--- config.mk ---
export PLATFORM = sky130hd
export DESIGN_NAME = lcd_bus_ctrl
export DESIGN_NICKNAME = d
export VERILOG_FILES = /design/src/rtl/lcd_pkg.sv /design/src/rtl/lcd_timer.sv /design/src/rtl/lcd_bus_ctrl.sv
export SDC_FILE = /design/constraint.sdc
export NUM_CORES = 1
export LEC_CHECK = 0
export BUFFER_PORTS_ARGS = -buffer_cell sky130_fd_sc_hd__buf_2
export CAP_MARGIN = 10
export CORE_UTILIZATION = 45
export DETAILED_ROUTE_END_ITERATION = 8
export GPL_TIMING_DRIVEN = 0
export PLACE_DENSITY = 0.66
export SETUP_SLACK_MARGIN = 0.2
export SLEW_MARGIN = 20
export SYNTH_ARGS = -nofsm -noshare
export SYNTH_HDL_FRONTEND = slang
export SYNTH_SLANG_ARGS = --single-unit
--- constraint.sdc ---
create_clock -name iCLK_50MHZ -period 1.79 [get_ports iCLK_50MHZ]
set_input_delay 0.2685 -clock iCLK_50MHZ [delete_from_list [all_inputs] [get_ports iCLK_50MHZ]]
set_output_delay 0.2685 -clock iCLK_50MHZ [all_outputs]
set_load 0.005 [all_outputs]
--- src/rtl/lcd_pkg.sv ---
// Shared definitions for the HD44780 byte driver: command bytes, init ROM and FSM states.
package lcd_pkg;

  localparam logic [7:0] FUNC_SET_8B2L = 8'h38;
  localparam logic [7:0] DISP_ON       = 8'h0C;
  localparam logic [7:0] CLEAR         = 8'h01;
  localparam logic [7:0] ENTRY_INC     = 8'h06;
  localparam logic [7:0] SET_DDRAM     = 8'h80;
  localparam logic [7:0] HOME          = 8'h02;

  localparam int unsigned INIT_LEN = 5;

  typedef enum logic [2:0] {
    StPwrWait,
    StInitLoad,
    StSetup,
    StPulse,
    StHold,
    StExec,
    StIdle
  } lcd_state_e;

  function automatic logic [7:0] init_rom(input logic [2:0] idx);
    unique case (idx)
      3'd0:    init_rom = FUNC_SET_8B2L;
      3'd1:    init_rom = DISP_ON;
      3'd2:    init_rom = CLEAR;
      3'd3:    init_rom = ENTRY_INC;
      default: init_rom = SET_DDRAM;
    endcase
  endfunction

  // Timer reload value for a phase of `cycles` length; zero-length phases still take one cycle.
  function automatic int unsigned phase_ld(input int unsigned cycles);
    phase_ld = (cycles == 0) ? 0 : cycles - 1;
  endfunction

endpackage

--- src/rtl/lcd_timer.sv ---
// Loadable down-counter shared by every LCD timing phase; saturates at zero.
module lcd_timer
  import lcd_pkg::*;
#(
  parameter int unsigned CNT_W   = 20,
  parameter int unsigned RST_VAL = 0
) (
  input  logic             i_clk,
  input  logic             i_rst_n,
  input  logic             i_load,
  input  logic [CNT_W-1:0] i_load_val,
  input  logic             i_count,
  output logic             o_done
);

  logic [CNT_W-1:0] r_cnt;

  always_ff @(posedge i_clk or negedge i_rst_n) begin
    if (!i_rst_n) begin
      r_cnt <= CNT_W'(RST_VAL);
    end else if (i_load) begin
      r_cnt <= i_load_val;
    end else if (i_count && (r_cnt != '0)) begin
      r_cnt <= r_cnt - 1'b1;
    end
  end

  assign o_done = (r_cnt == '0);

endmodule

--- src/rtl/lcd_bus_ctrl.sv ---
// HD44780 byte driver: runs the power-up init sequence, then writes handshaked bytes
// with setup/pulse/hold strobe timing and the controller's execution delay.
module lcd_bus_ctrl
  import lcd_pkg::*;
#(
  parameter int unsigned PWRUP_CYCLES    = 750000,
  parameter int unsigned SETUP_CYCLES    = 4,
  parameter int unsigned PULSE_CYCLES    = 16,
  parameter int unsigned HOLD_CYCLES     = 4,
  parameter int unsigned WAIT_CYCLES     = 2500,
  parameter int unsigned CLR_WAIT_CYCLES = 82000,
  parameter int unsigned CNT_W           = 20
) (
  input  logic       iCLK_50MHZ,
  input  logic       iRST_N,
  input  logic       iVALID,
  input  logic       iRS,
  input  logic [7:0] iDATA,
  output logic       oREADY,
  output logic       oINIT_DONE,
  output logic [7:0] DATA_BUS,
  output logic       LCD_RW,
  output logic       LCD_E,
  output logic       LCD_RS
);

  lcd_state_e       r_state, w_state_nxt;
  logic             r_ready, w_ready_nxt;
  logic             r_init_done, w_init_done_nxt;
  logic             r_e, w_e_nxt;
  logic             r_rs, w_rs_nxt;
  logic [7:0]       r_data, w_data_nxt;
  logic [2:0]       r_idx, w_idx_nxt;
  logic             w_load;
  logic [CNT_W-1:0] w_load_val;
  logic             w_t_done;
  logic             w_slow;

  lcd_timer #(
    .CNT_W  (CNT_W),
    .RST_VAL(phase_ld(PWRUP_CYCLES))
  ) u_timer (
    .i_clk     (iCLK_50MHZ),
    .i_rst_n   (iRST_N),
    .i_load    (w_load),
    .i_load_val(w_load_val),
    .i_count   (1'b1),
    .o_done    (w_t_done)
  );

  // Clear and return-home (0x01..0x03) need the long execution wait.
  assign w_slow = !r_rs && (r_data[7:2] == 6'b0);

  always_ff @(posedge iCLK_50MHZ or negedge iRST_N) begin
    if (!iRST_N) begin
      r_state     <= StPwrWait;
      r_ready     <= 1'b0;
      r_init_done <= 1'b0;
      r_e         <= 1'b0;
      r_rs        <= 1'b0;
      r_data      <= 8'h00;
      r_idx       <= 3'd0;
    end else begin
      r_state     <= w_state_nxt;
      r_ready     <= w_ready_nxt;
      r_init_done <= w_init_done_nxt;
      r_e         <= w_e_nxt;
      r_rs        <= w_rs_nxt;
      r_data      <= w_data_nxt;
      r_idx       <= w_idx_nxt;
    end
  end

  always_comb begin
    w_state_nxt     = r_state;
    w_ready_nxt     = r_ready;
    w_init_done_nxt = r_init_done;
    w_e_nxt         = r_e;
    w_rs_nxt        = r_rs;
    w_data_nxt      = r_data;
    w_idx_nxt       = r_idx;
    w_load          = 1'b0;
    w_load_val      = '0;
    unique case (r_state)
      StPwrWait: begin
        if (w_t_done) w_state_nxt = StInitLoad;
      end
      StInitLoad: begin
        w_data_nxt  = init_rom(r_idx);
        w_rs_nxt    = 1'b0;
        w_state_nxt = StSetup;
        w_load      = 1'b1;
        w_load_val  = CNT_W'(phase_ld(SETUP_CYCLES));
      end
      StSetup: begin
        if (w_t_done) begin
          w_state_nxt = StPulse;
          w_e_nxt     = 1'b1;
          w_load      = 1'b1;
          w_load_val  = CNT_W'(phase_ld(PULSE_CYCLES));
        end
      end
      StPulse: begin
        if (w_t_done) begin
          w_state_nxt = StHold;
          w_e_nxt     = 1'b0;
          w_load      = 1'b1;
          w_load_val  = CNT_W'(phase_ld(HOLD_CYCLES));
        end
      end
      StHold: begin
        if (w_t_done) begin
          w_state_nxt = StExec;
          w_load      = 1'b1;
          w_load_val  = w_slow ? CNT_W'(phase_ld(CLR_WAIT_CYCLES))
                               : CNT_W'(phase_ld(WAIT_CYCLES));
        end
      end
      StExec: begin
        if (w_t_done) begin
          if (!r_init_done && (r_idx != 3'(INIT_LEN - 1))) begin
            w_idx_nxt   = r_idx + 3'd1;
            w_state_nxt = StInitLoad;
          end else begin
            w_init_done_nxt = 1'b1;
            w_ready_nxt     = 1'b1;
            w_state_nxt     = StIdle;
          end
        end
      end
      StIdle: begin
        if (iVALID && r_ready) begin
          w_rs_nxt    = iRS;
          w_data_nxt  = iDATA;
          w_ready_nxt = 1'b0;
          w_state_nxt = StSetup;
          w_load      = 1'b1;
          w_load_val  = CNT_W'(phase_ld(SETUP_CYCLES));
        end
      end
      default: w_state_nxt = StPwrWait;
    endcase
  end

  assign oREADY     = r_ready;
  assign oINIT_DONE = r_init_done;
  assign DATA_BUS   = r_data;
  assign LCD_RS     = r_rs;
  assign LCD_E      = r_e;
  assign LCD_RW     = 1'b0;

endmodule

### Word level (Yosys, flattened, before mapping)

Index checks and enable logic that the tools add are counted.

* add/sub/neg operators: 2
* reductions and logical operators: 21
* multiplexer cells: 31
* bitwise logic cells: 1
* eq/ne operators: 17

Operators with widths (number)
* $pmux W17 S5: 1
* $mux W20: 2
* $mux W17: 2
* $pmux W8 S4: 1
* $mux W3: 7
* $pmux W3 S7: 1
* $logic_not A20 Y1: 1
* $reduce_bool A20 Y1: 1
* $sub A20 B1 Y20 const B: 1
* $pmux W8 S2: 1
* $eq A3 B2 Y1 const B: 4
* $ne A2 B1 Y1 const B: 5
* $eq A3 B3 Y1 const B: 3
* $reduce_and A3 Y1: 3
* $mux W1: 8
* $mux W8: 1
* $reduce_bool A2 Y1: 4
* $eq A3 B1 Y1 const B: 2
* $logic_not A3 Y1: 2
* $logic_not A6 Y1: 1
* $pmux W1 S2: 3
* $reduce_and A6 Y1: 1
* $mux W2: 2
* $mux W4: 1
* other kinds (10): 14

* bits of input ports: 12
* flip-flop bits (word level): 38

### Depth between registers and ports, before layout

Gate-level depths: netlist (run 1).

* depth in word-level cells: 6
* gate-level depth with buffers: 7
* mapped depth without buffers: 6

### Hierarchy

Synthesis (run 1) repeated with hierarchy kept, for this count alone.

* cells, all modules: 274
* area total of the unflattened synthesis: 2532.4 um^2

Modules (own cells, without submodules)
* lcd_timer: area an instance 1427.6 um^2, sequential area each 516.7 um^2, cells each 165, instances 1
* lcd_bus_ctrl: area an instance 1104.8 um^2, sequential area each 450.4 um^2, cells each 109, instances 1

### Worst setup path before layout (run 1)

No wires, ideal clock.

* path kind: register to register
* start point: register u_timer.r_cnt[0]
* end point: register r_idx[1]
* setup time: 0.128 ns
* data arrival time: 1.736 ns
* setup slack: -0.073 ns
* period minus slack after synthesis: 1.863 ns
* cell stages (with the launch flop): 7
* path buffers: 0
* cell sequence: dfstp_2 > inv_1 > ha_1 > nor4b_4 > nand4_2 > nor4_4 > mux2_1

* word-level cells in the longest chain between the ends: 2

RTL lines
* from (decl): line lcd_timer.sv:16 `logic [CNT_W-1:0] r_cnt;`
* from (signal assigned): line lcd_timer.sv:20 `r_cnt <= CNT_W'(RST_VAL);`
* from (signal assigned): line lcd_timer.sv:22 `r_cnt <= i_load_val;`
* from (signal assigned): line lcd_timer.sv:24 `r_cnt <= r_cnt - 1'b1;`
* $logic_not A20 Y1: line lcd_timer.sv:28 `assign o_done = (r_cnt == '0);`
* $reduce_and A3 Y1 (no line)
* to (signal assigned): line lcd_bus_ctrl.sv:70 `r_idx <= w_idx_nxt;`
* to (decl): line lcd_bus_ctrl.sv:33 `logic [2:0] r_idx, w_idx_nxt;`

Every way passes these cells.
A chain may end at the register's enable or synchronous reset.

### Final worst setup path (run 1)

* start point: register u_timer.r_cnt[1]
* end point: register u_timer.r_cnt[16]

* word-level cells in the longest chain between the ends: 4
* elaborated cells on any way between the ends: 10

RTL lines
* branches (longest 4 deep; another with $sub A20 B1 Y20)

Parallel ways; which one is timed is not known. The select of a mux whose other input is x is not followed.

==> reports/results.txt, run 1 <==
The flow ran to the end, but the final reports show violations. The final reports fail on negative setup slack. The logs give 41.0% for the portion of the post-synthesis area used by sequential elements and 0 for the number of nets with antenna violations after routing. The run gives -862 ps as the aggregate negative setup slack. CTS placed an instance of sky130_fd_sc_hd__clkbuf_8 at the clock tree root. The logs give 4 for the number of iterations in the first detailed-routing pass and 0 for the hold buffer count at cts.

The largest voltage drop on the vdd net is 0.313 mV, and the count of flip-flops with a built-in enable after synthesis is 0. STA classifies the critical path endpoint as a flop. Data on the critical path arrives at its endpoint at 2130 ps. The CTS clock-pin slew for the worst setup and hold paths is 80 ps, and the maximum fanout encountered on the critical timing path is 3. Dividing total power by cell area gives a power density of 422 nW/um^2.

The clock net in this run drives a total of 38 sinks. For this block, the routed nets add up to 7430 um of wire. The worst-case clock buffer depth is 2, and the global-route usage over all layers is 25.6%. The number of input and output port buffers inserted works out to 23. The repair_antennas step left the layout with diodes totalling 0. Using the TritonRoute via totals, the vias-per-cell ratio works out to 5.93. Core utilization of the finished layout: 73.7%. The kind of start point of the critical path was a flop.

The run gives 3930 um as the total half-perimeter wirelength after legalization and detailed placement. The synthesized design contains 38 register bits. Number of global-route vias before repair: 2092. The first routing iteration left 149 violations.

The average footprint of a synthesized cell is 9.99 sq um. The area growth from synthesis to layout is 52.4%. The overall die area was 5530 sq um; the total number of yosys warnings was 0. Leakage dissipation: 1.55 nW.

The signal on the critical path passes through inv_4 > buf_6 > ha_4 > or3b_4 > nor3_4 > buf_4 > mux2i_1 > o21ai_1. The worst setup slack after layout is -119 ps, and the final number of max-transition violations is 0. The top cell types in the final layout, fill and taps aside, are sky130_fd_sc_hd__buf_4 (39), sky130_fd_sc_hd__buf_6 (23), sky130_fd_sc_hd__buf_2 (23), sky130_fd_sc_hd__dfrtp_1 (18), sky130_fd_sc_hd__dfstp_2 (13). For this run, asynchronously set or reset flops after synthesis account for 100%. For the worst setup path, the data required time is 2010 ps.

The path class of the tightest hold or removal check is input pin to async pin. Setup violations remaining at the end of the flow were counted as 17. Summed over all layers, the global routing overflow is 0. Setup repair after global routing could not meet its margin everywhere.

After synthesis, the netlist uses 64 different library cells. The clock arrives with 2.99 ps of skew. The first global-routing pass estimated 10500 um of wire. Across the run, the number of max-cap violations was 0. The placed instances occupy a cell area of 2690 sq um.

The core region is 4880 sq um. The tools report the number of antenna violations at the first check in global routing as 0. The latest clock arrival within the worst-skew pair came out at 300 ps. In this design, the stage delay of the slowest critical-path cell is 400 ps.

The share of cells above drive strength 1 is 55.5%, and the vertical die dimension is 74.4 um. The tools report the H-tree level count as 2. The per-cell routed wire length is 18.9 um, and the relative slew slack is 42.1%. Overall via count from detail_route: 2330. The die is 74.4 um wide. For this run, design rule violations remaining after detail routing come to 0. Leaving out fill and tap cells, the most frequent cell in the layout is sky130_fd_sc_hd__buf_4. For the pin with the worst max-slew slack, the measured transition is 869 ps. The final count of hold timing violations was 0.

The number of clock buffers added by TritonCTS is 5. The worst reg-to-reg path cell count was 8; the largest net degree at the start of global routing was 39. The final clock period utilization by the worst path was 107%. The final critical-path required period came out at 1910 ps.

When the netlist entered floorplanning its net count stood at 255. The setup slack at placement is -365 ps, and the number of core rows is 25. The cell area after synthesis was 2360 sq um; the effective utilization at floorplan was 48.3%. The congestion estimate from routability-driven global placement came to 0.800. The class of the most critical setup path is flop to flop. The slowest stage of the critical path is the sky130_fd_sc_hd__or3b_4 cell. The final design instance area without fill is 3590 sq um, and the net count reported at finish is 344. In the synthesized netlist the dominant register cell turns out to be sky130_fd_sc_hd__dfrtp_1. For this run, the top clock speed supported by timing is 524 MHz. The I/O pin count was 25.

In the synthesized netlist, the number of instances is 236. TritonCTS built the clock tree.
synthesized netlist by cell type, drive strengths merged (2+ instances only):
master | n | area, sq um
nand2 | 18 | 67.6
dfrtp | 25 | 626
a31o | 2 | 17.5
a211oi | 2 | 15.0
nor4 | 10 | 114
clkbuf | 2 | 7.51
nor2 | 10 | 37.5
o21a | 2 | 15.0
xnor2 | 2 | 17.5
or3 | 7 | 48.8
a31oi | 4 | 25.0
nand4 | 6 | 50.0
nor2b | 2 | 12.5
buf | 7 | 42.5
ha | 7 | 87.6
o311ai | 2 | 17.5
nand3 | 11 | 55.1
a21o | 2 | 15.0
dfstp | 13 | 342
mux2i | 5 | 50.1
a21oi | 13 | 65.1
o21ai | 21 | 105
and2 | 2 | 12.5
xor2 | 3 | 26.3
o31ai | 3 | 36.3
or4 | 3 | 26.3
o31a | 4 | 35.0
mux2 | 2 | 22.5
nor3 | 14 | 90.1
nor3b | 4 | 30.0
inv | 6 | 22.5
flip-flops by register name, indices dropped and copies added (netlist names):
| signal | count |
|---|---|
| LCD_RS | 1 |
| oREADY | 1 |
| r_idx | 3 |
| r_state | 3 |
| u_timer.r_cnt | 20 |
| oINIT_DONE | 1 |
| LCD_E | 1 |
| DATA_BUS | 8 |
cell families after synthesis:
group / Yosys count / share of synthesized area (%)
AOI/OAI and AO/OA: 68 / 20.5
xor gates and xnor gates: 5 / 1.86
adders and majority gates: 7 / 3.71
buffers and inverters: 15 / 3.08
DFF: 38 / 41.0
muxes: 7 / 3.08
other: 1 / 0.159
and+or+nand+nor: 95 / 26.6
layer usage:
layer  global-route usage (%)  up-vias  wire length, um
li1                         -     1085                -
met1                     35.4     1172             3300
met2                     39.9       54             3590
met3                     5.15       19              359
met4                     8.81        0              185
met5                        0        -                0
cell type report:
type	instances	area (sq um)
flip-flops and latches	38	976
inverters	6	27.5
clock inverters	1	5.00
multi-input cells	183	1650
clock buffers	7	86.3
well taps	67	83.8
fillers	323	1280
repair buffers	82	668
plain buffers	9	97.6
through the flow:
stage	power (mW)	hold slack, ps	std cells
final	1.52	82.8	393
after global routing	1.57	143	393
after global placement	0.909	434	326
after detailed placement	0.909	434	326
after floorplan	0.878	-27.1	236
after CTS	1.52	103	372
final timing paths:
path | start | endpoint | slack, ps
setup / recovery | u_timer.r_cnt[1] | u_timer.r_cnt[16] | -120
hold / removal | iRST_N | DATA_BUS[1] | 80
setup reg to reg | u_timer.r_cnt[1] | u_timer.r_cnt[16] | -120
hold reg to reg | DATA_BUS[1] | DATA_BUS[1] | 500
max in group asynchronous | iRST_N | r_state[0] | 1110
min in group iCLK_50MHZ | iDATA[6] | DATA_BUS[6] | 200
critical path, delay by kind of cell, from the launching register on:
kind                       cells  cell delay (ps)
buffers and inverters          3              310
AOI/OAI and AO/OA              1              120
and+or+nand+nor                2              630
muxes                          1              250
adders and majority gates      1              130
DFF                            1              390
timing repair:
| action | in CTS | in global routing |
|---|---|---|
| gates cloned | 2 | 1 |
| endpoints found under the setup margin | 37 | 38 |
| resized for setup | 42 | 43 |
| pin swaps | 23 | 28 |
| buffers inserted | 36 | 20 |
power breakdown:
part | switching, mW | total, mW | internal, mW | leakage, nW
clock | 0.315 | 0.626 | 0.311 | 0.0482
sequential | 0 | 0.859 | 0.859 | 0.470
combinational | 0.0222 | 0.0322 | 0.0100 | 1.03
Power figures use the tool's default switching activity.
==> run 2, diff against run 1 <==
Settings changed: PLACE_DENSITY 0.66 to not set, RECOVER_POWER set to 50.
Clock period 1.79 ns to 2.3 ns, I/O delays scaled along.
==> reports/results.txt, run 2 (synthesized netlist as in run 1, its figures left out) <==
The run finished with clean final reports. The run gives 0 ps (+862 ps) as the aggregate negative setup slack. The maximum achievable frequency came out at 496 MHz (-5.3%).

The relative slew slack is 41.7% (-0.34 points), and the net count reported at finish is 288 (-16%). Setup repair after global routing could not meet its margin everywhere. The number of iterations in the first detailed-routing pass was 4 (unchanged).

Clock root buffer master: sky130_fd_sc_hd__clkbuf_8. The largest voltage drop on the vdd net was 0.189 mV (-39%); the final clock period utilization by the worst path was 87.6% (-19 points). The aggregate global routing overflow was 0 (unchanged); the global-route wire length before repair was 8900 um (-15%). The H-tree level count is 2 (unchanged), and the CTS clock-pin slew for the worst setup and hold paths is 90 ps (about the same). The maximum fanout encountered on the critical timing path came out at 10 (+7).

The remaining routing DRC violations came out at 0 (unchanged). The run gives 1786 (-15%) as the number of global-route vias before repair. The data arrival time of the worst path is 2200 ps (+70 ps), and the number of core rows is 25 (unchanged).

The number of buffers and inverters on the critical path came out at 2 (-1). The TritonCTS buffer count came out at 5 (unchanged). The top cell types in the final layout, fill and taps aside, are sky130_fd_sc_hd__dfrtp_1 (25), sky130_fd_sc_hd__buf_2 (24), sky130_fd_sc_hd__nand2_1 (18), sky130_fd_sc_hd__o21ai_0 (17). The most common cell after layout, fill and taps aside is sky130_fd_sc_hd__dfrtp_1. For the clock sink count, the log shows 38 (unchanged). The flip-flop count of the largest register after layout was 20 (unchanged); the global-route usage over all layers was 21.9% (-3.7 points). The pin slew with the least headroom to its limit works out to 874 ps (+5.07 ps). The worst setup path is launched from a flop. The latest clock arrival within the worst-skew pair is 300 ps (about the same). The tools report the total length of routed wires as 5400 um (-27%). For the count of final setup violators, the log shows 0 (-17).

Number of nets with antenna violations after routing: 0 (unchanged). The horizontal die dimension came out at 74.4 um (unchanged). Counting flops per register, the top entry is u_timer.r_cnt. The leakage dissipation was 1.11 nW (-29%); the detailed-route vias per instance was 5.80 (-2.3%). The cell depth of the worst setup path is 7 (-1), and the placeable core area is 4880 sq um (unchanged).

The vertical die dimension was 74.4 um (unchanged); the overall die area was 5530 sq um (unchanged). Areal power density over the cells: 425 nW/um^2 (+0.67%). The effective utilization at floorplan came out at 48.3% (unchanged). The path class of the tightest hold or removal check is input pin to async pin.

TritonCTS built the clock tree. For the worst setup slack after layout, the log shows 285 ps (+404 ps). Type of destination of the critical path: a flop. The required time of the worst setup path is 2490 ps (+480 ps), and the share of cells above drive strength 1 is 26.7% (-29 points). The number of input and output port buffers inserted works out to 23 (unchanged). The antenna cell count was 0 (unchanged); the per-cell routed wire length was 16.0 um (-15%). By startpoint and endpoint, the worst setup path is classified as flop to flop. The final count of hold timing violations is 0 (unchanged).

For the total half-perimeter wirelength after legalization and detailed placement, the log shows 3830 um (-2.5%). Worst setup skew after layout: 15.2 ps (+12.2 ps). Compared with the post-synthesis result, the final layout area differs by 14.6%. The largest stage delay on the critical path is 400 ps (about the same), and the weighted congestion at the end of routability-driven global placement is 0.791 (-1.2%). On the critical path the largest part of the delay comes from simple AND/OR/NAND/NOR gates. The final critical-path required period is 2020 ps (+106 ps), and the final number of max-transition violations is 0 (unchanged). Number of antenna violations at the first check in global routing: 0 (unchanged).

Walking the worst path, the cells encountered are inv_1 > ha_1 > nor4b_4 > nand2_1 > o31ai_4 > buf_12 > o21ba_1. The number of max-cap violations is 0 (unchanged), and the overall via count from detail_route is 1953 (-16%). The slowest stage of the critical path is the sky130_fd_sc_hd__dfstp_2 cell. The run gives 39 (unchanged) as the largest net degree at the start of global routing.

The setup slack at placement is 185 ps (+550 ps), and the detailed router's first-iteration violation count is 112 (-25%). The I/O pin count is 25 (unchanged), and the worst-case clock buffer depth is 2 (unchanged). The worst reg-to-reg path cell count is 7 (-1).
## run 2: path summary, 6_finish.rpt
check                                  from           endpoint  slack (ps)
hold / removal                       iRST_N             oREADY         160
setup reg to reg           u_timer.r_cnt[0]  u_timer.r_cnt[18]         280
max in group asynchronous            iRST_N        DATA_BUS[6]        1590
min in group iCLK_50MHZ                 iRS             LCD_RS         280
hold reg to reg                 DATA_BUS[0]        DATA_BUS[0]         480
setup / recovery           u_timer.r_cnt[0]  u_timer.r_cnt[18]         280
## run 2: report_power, final
group          internal [mW]  switching (mW)
clock network          0.210           0.245
logic                0.00781          0.0171
registers              0.669               0
## run 2: per-stage QoR
stage | hold WS, ps | power [mW] | area [sq um] | cells | util, %
floorplan | 49.4 | 0.683 | 2360 | 236 | -
global placement | 460 | 0.707 | 2560 | 326 | 52.4
detailed placement | 468 | 0.707 | 2560 | 326 | 52.4
CTS | 183 | 1.16 | 2640 | 334 | 54.1
global route | 226 | 1.19 | 2700 | 337 | 55.4
finish | 162 | 1.15 | 2700 | 337 | 55.4
## run 2: per-layer routing
layer | share of wire [%] | routed length (um) | vias up | global-route usage (%)
met5 | 0 | 0 | - | 0
met4 | 1.3 | 71 | 0 | 7.76
met3 | 4.0 | 215 | 7 | 4.47
met2 | 42 | 2280 | 39 | 31.6
met1 | 52 | 2830 | 935 | 32.2
li1 | - | - | 972 | -
## run 2: area by class of cell
class | count | area [sq um]
Timing Repair Buffer | 26 | 146
Multi-Input combinational cell | 183 | 1350
Buffer | 9 | 50.0
Tap cell | 67 | 83.8
Clock buffer | 6 | 72.6
Inverter | 6 | 22.5
Clock inverter | 2 | 10.0
Fill cell | 453 | 2180
Sequential cell | 38 | 967
## run 2: timing repair
item / in CTS / in global routing
pin swaps: 2 / 3
gates resized for setup: 0 / 6
buffers inserted: 0 / 3
endpoints found under the hold margin: 0 / 0
hold buffers: 0 / 0
endpoints found under the setup margin: 2 / 15
==> run 3, diff against run 2 <==
Settings changed: SLEW_MARGIN 20 to not set, SYNTH_HIERARCHICAL set to 1.
==> reports/results.txt, run 3 <==
The minimum setup slack among reg-to-reg paths is -730 ps (-1020 ps), and the reported net switching power is 0.501 mW (+91%). STA classifies the critical path startpoint as a flop. The library cells used most frequently in the layout, excluding fill and tap cells, are sky130_fd_sc_hd__dfrtp_1 (24), sky130_fd_sc_hd__buf_4 (24), sky130_fd_sc_hd__buf_2 (24), sky130_fd_sc_hd__conb_1 (18), sky130_fd_sc_hd__nor2_1 (17).

Setup repair after global routing could not meet its margin everywhere. The fraction of registers with async set/reset was 100% (unchanged); the horizontal die dimension was 77.0 um (+3.5%). The tools report the internal power of the cells as 1.21 mW (+37%). The checks that failed: max-capacitance violations, max-slew violations, negative setup slack. From synthesis to final layout, the design area changed by 37.5%. The worst setup skew after layout was 3.37 ps (-11.8 ps); the final count of hold timing violations was 0 (unchanged). The global-route wire length before repair was 12000 um (+34%); the I/O pin count was 25 (unchanged). For the overall die area, the log shows 5930 sq um (+7.2%).

The required time of the worst setup path came out at 2530 ps (+40 ps). Of all cell types, the one taking the most synthesized area is sky130_fd_sc_hd__dfrtp_1. The pin slew with the least headroom to its limit was 2120 ps (+1250 ps).

Final critical-path required period: 3030 ps (+1020 ps). The per-cell routed wire length was 17.8 um (+11%); the number of buffers and inverters on the critical path was 6 (+4). The detailed-route vias per instance is 5.77 (-0.48%). The data arrival time of the worst path is 3260 ps (+1060 ps), and the vertical die dimension is 77.0 um (+3.5%). The overall via count from detail_route is 2457 (+26%), and the effective utilization at floorplan is 48.1% (-0.28 points). Global-route usage over all layers: 26.1% (+4.2 points). The slowest stage of the critical path is the sky130_fd_sc_hd__or4_4 cell.

The areal power density over the cells was 493 nW/um^2 (+16%). Average footprint of a synthesized cell: 9.24 sq um (-7.5%). The critical path goes through or4_4 > buf_6 > or4_4 > buf_6 > nor3_4 > buf_6 > nand3b_1 > nand3b_1 > buf_6 > buf_4 > buf_8 > nor2b_1 > o41a_1 > a221o_1. Proportion of netlist area held by the largest area contributor: 24.7% (-1.8 points). The category of cells accounting for the largest share of critical-path delay was simple AND/OR/NAND/NOR gates. The number of nets with antenna violations after routing came out at 0 (unchanged). For the TritonCTS buffer count, the log shows 5 (unchanged). The tools report the cell area after synthesis as 2530 sq um (+7.4%).

The fraction of power consumed by the clock network is 34.5% (-5.1 points). The run gives 0 (unchanged) as the aggregate global routing overflow. For the portion of the post-synthesis area used by sequential elements, the log shows 38.2% (-2.8 points). Counting stages on the worst path, the most repeated cell is sky130_fd_sc_hd__buf_6.

The logs give 0 (unchanged) for the remaining routing DRC violations and 0 (unchanged) for the antenna cell count. Synthesized instance count: 274 (+16%). The flow ran to the end, but the final reports show violations. The detailed router's first-iteration violation count is 340 (+200%), and the largest stage delay on the critical path is 530 ps (+130 ps). The relative slew slack was -41.3% (-83 points). The cell depth of the worst setup path works out to 14 (+7). The H-tree level count came out at 2 (unchanged). The number of core rows was 26 (+4.0%); the count of flip-flops with a built-in enable after synthesis was 0 (unchanged).

The tools report the power share of the combinational group as 18.2% (+16 points). The switching fraction of total power was 29.2% (+6.4 points). Type of destination of the critical path: a flop. The total number of yosys warnings was 6 (+6). The CTS clock-pin slew for the worst setup and hold paths was 80 ps (about the same). The maximum fanout encountered on the critical timing path came out at 6 (-4).

The worst-case clock buffer depth was 2 (unchanged); the clock sink count was 38 (unchanged). The worst reg-to-reg path cell count is 14 (+7). TritonCTS built the clock tree. The register with the most flip-flops is u_timer/r_cnt.

The most used flip-flop cell after synthesis is sky130_fd_sc_hd__dfrtp_1. The tools report the non-filler instance count after layout as 426 (+26%). The maximum achievable frequency is 330 MHz (-34%), and the leakage dissipation is 1.49 nW (+35%). The tools report the final number of max-transition violations as 39 (+39). The endpoint of the worst register-to-register path is u_timer/r_cnt[17]. The flip-flop count of the largest register after layout came out at 20 (unchanged). The run gives -1380 ps (-1560 ps) as the setup slack at placement.

The cell with the most instances after synthesis is sky130_fd_sc_hd__dfrtp_1. Counting instances in the post-synthesis netlist gives the leading cell types as sky130_fd_sc_hd__dfrtp_1 (25), sky130_fd_sc_hd__nor2_1 (19), sky130_fd_sc_hd__nand2_1 (18), sky130_fd_sc_hd__inv_1 (15), sky130_fd_sc_hd__dfstp_2 (13). For the cell count after placement, the log shows 384 (+18%). The total length of routed wires is 7580 um (+40%). The number of max-cap violations is 1 (+1).

The source of the worst hold timing path was iRS. The logs give 4500 um (+18%) for the total half-perimeter wirelength after legalization and detailed placement and 0 (unchanged) for the hold buffer count at cts. The worst register-to-register path begins at u_timer/r_cnt[5]. The latest clock arrival within the worst-skew pair came out at 300 ps (about the same). Number of distinct library cells after synthesis: 62 (-3.1%). The clock root buffer master is sky130_fd_sc_hd__clkbuf_8. The number of antenna violations at the first check in global routing came out at 0 (unchanged).

The logs give 2345 (+31%) for the number of global-route vias before repair and 39 (unchanged) for the largest net degree at the start of global routing. By area the synthesized netlist is led by sky130_fd_sc_hd__dfrtp_1 (25%), sky130_fd_sc_hd__dfstp_2 (13%), sky130_fd_sc_hd__ha_1 (3.5%). In this run the worst setup path begins at u_timer/r_cnt[5]. The number of input and output port buffers inserted was 23 (unchanged). The tools report the count of final setup violators as 29 (+29). The class of the most critical setup path is flop to flop.

The path class of the tightest hold or removal check is input pin to flop. The run gives 0.821 (+3.9%) as the weighted congestion at the end of routability-driven global placement. The post-synthesis sequential element count came out at 38 (unchanged).

Capture point of the critical path: u_timer/r_cnt[17]. The net count reported at finish came out at 374 (+30%). The share of cells above drive strength 1 is 39.0% (+12 points), and the largest voltage drop on the vdd net is 0.429 mV (+130%).

The logs give 5270 sq um (+8.0%) for the placeable core area and 4 (unchanged) for the number of iterations in the first detailed-routing pass. The sequential share of power was 47.3% (-11 points); the worst setup slack after layout was -731 ps (-1020 ps). The final clock period utilization by the worst path came out at 132% (+44 points).
-- run 3: changes by cell type after synthesis, moves of 5 or more --
cell and delta:
sky130_fd_sc_hd__a21oi_1 -6, sky130_fd_sc_hd__clkbuf_1 +8, sky130_fd_sc_hd__inv_1 +9, sky130_fd_sc_hd__mux2_2 +6
sky130_fd_sc_hd__nor2_1 +9, sky130_fd_sc_hd__nor2b_1 +6, sky130_fd_sc_hd__o21ai_0 -8, sky130_fd_sc_hd__or2_2 +5
sky130_fd_sc_hd__or3_1 -5, sky130_fd_sc_hd__or4_1 +5
-- run 3: kinds of logic after synthesis --
logic type               count (synthesis)  share of synthesized area (%)
AO/OA/AOI/OAI                           68                           20.2
adder cells (fa/ha/maj)                  7                           3.46
flip-flops                              38                           38.2
AND/OR/NAND/NOR                        111                           25.3
multiplexers                            14                           6.23
XOR/XNOR                                 1                          0.346
other                                    2                          0.297
buffers and inverters                   33                           5.98
-- run 3: worst min path at each step --
stage / depth (start not counted) / end
global placement: 2 / LCD_E
detailed placement: 2 / LCD_E
finish: 3 / LCD_RS
floorplan: 0 / DATA_BUS[0]
global route: 3 / DATA_BUS[6]
CTS: 1 / r_state[1]
-- run 3: repair_timing --
action | in CTS | in global routing
gates cloned | 3 | 0
setup buffers | 26 | 5
setup endpoints to repair | 29 | 29
pin swaps | 12 | 8
gates resized for setup | 31 | 23
-- run 3: layout make-up --
type,count,area [sq um]
plain buffers,18,204
clock buffers,5,68.8
clock inverters,3,45.0
fillers,470,1790
inverters,15,60.1
multi-input cells,219,1610
flip-flops and latches,38,968
well taps,70,87.6
repair buffers,58,440
-- run 3: metrics by stage --
stage                     instance area, sq um  total power [mW]  utilization [%]  setup TNS [ps]  hold slack, ps
final                                     3480              1.72             66.1          -16390             281
after CTS                                 3370              1.68             63.9          -15810             204
after global placement                    2880              1.04             54.7          -29270             458
after detailed placement                  2890              1.04             54.8          -31130             496
after floorplan                           2680             0.966                -          -15990            49.4
after global routing                      3480              1.80             66.1          -19020             273
-- run 3: power groups by stage --
stage / sequential, mW / combinational [mW] / clock (mW)
2_1_floorplan: 0.797 / 0.169 / 0
3_3_place_gp: 0.812 / 0.224 / 0
3_5_place_dp: 0.813 / 0.229 / 0
4_1_cts: 0.793 / 0.287 / 0.598
5_1_grt: 0.818 / 0.346 / 0.639
6_report: 0.811 / 0.312 / 0.593
-- run 3: per-layer routing --
| layer | part of all wire, % | vias to the layer above | track usage [%] |
|---|---|---|---|
| met5 | 0 | - | 0 |
| met4 | 1.0 | 0 | 5.66 |
| met3 | 5.6 | 8 | 5.95 |
| met2 | 47 | 74 | 39.4 |
| met1 | 47 | 1193 | 37.9 |
| li1 | - | 1182 | - |
-- run 3: worst register-to-register path, stage by stage (launching register included) --
cell,delay [ps]
sky130_fd_sc_hd__dfstp_2,380
sky130_fd_sc_hd__or4_4,530
sky130_fd_sc_hd__buf_6,130
sky130_fd_sc_hd__or4_4,410
sky130_fd_sc_hd__buf_6,140
sky130_fd_sc_hd__nor3_4,190
sky130_fd_sc_hd__buf_6,150
sky130_fd_sc_hd__nand3b_1,110
sky130_fd_sc_hd__nand3b_1,120
sky130_fd_sc_hd__buf_6,130
sky130_fd_sc_hd__buf_4,120
sky130_fd_sc_hd__buf_8,120
sky130_fd_sc_hd__nor2b_1,50
sky130_fd_sc_hd__o41a_1,110
sky130_fd_sc_hd__a221o_1,270
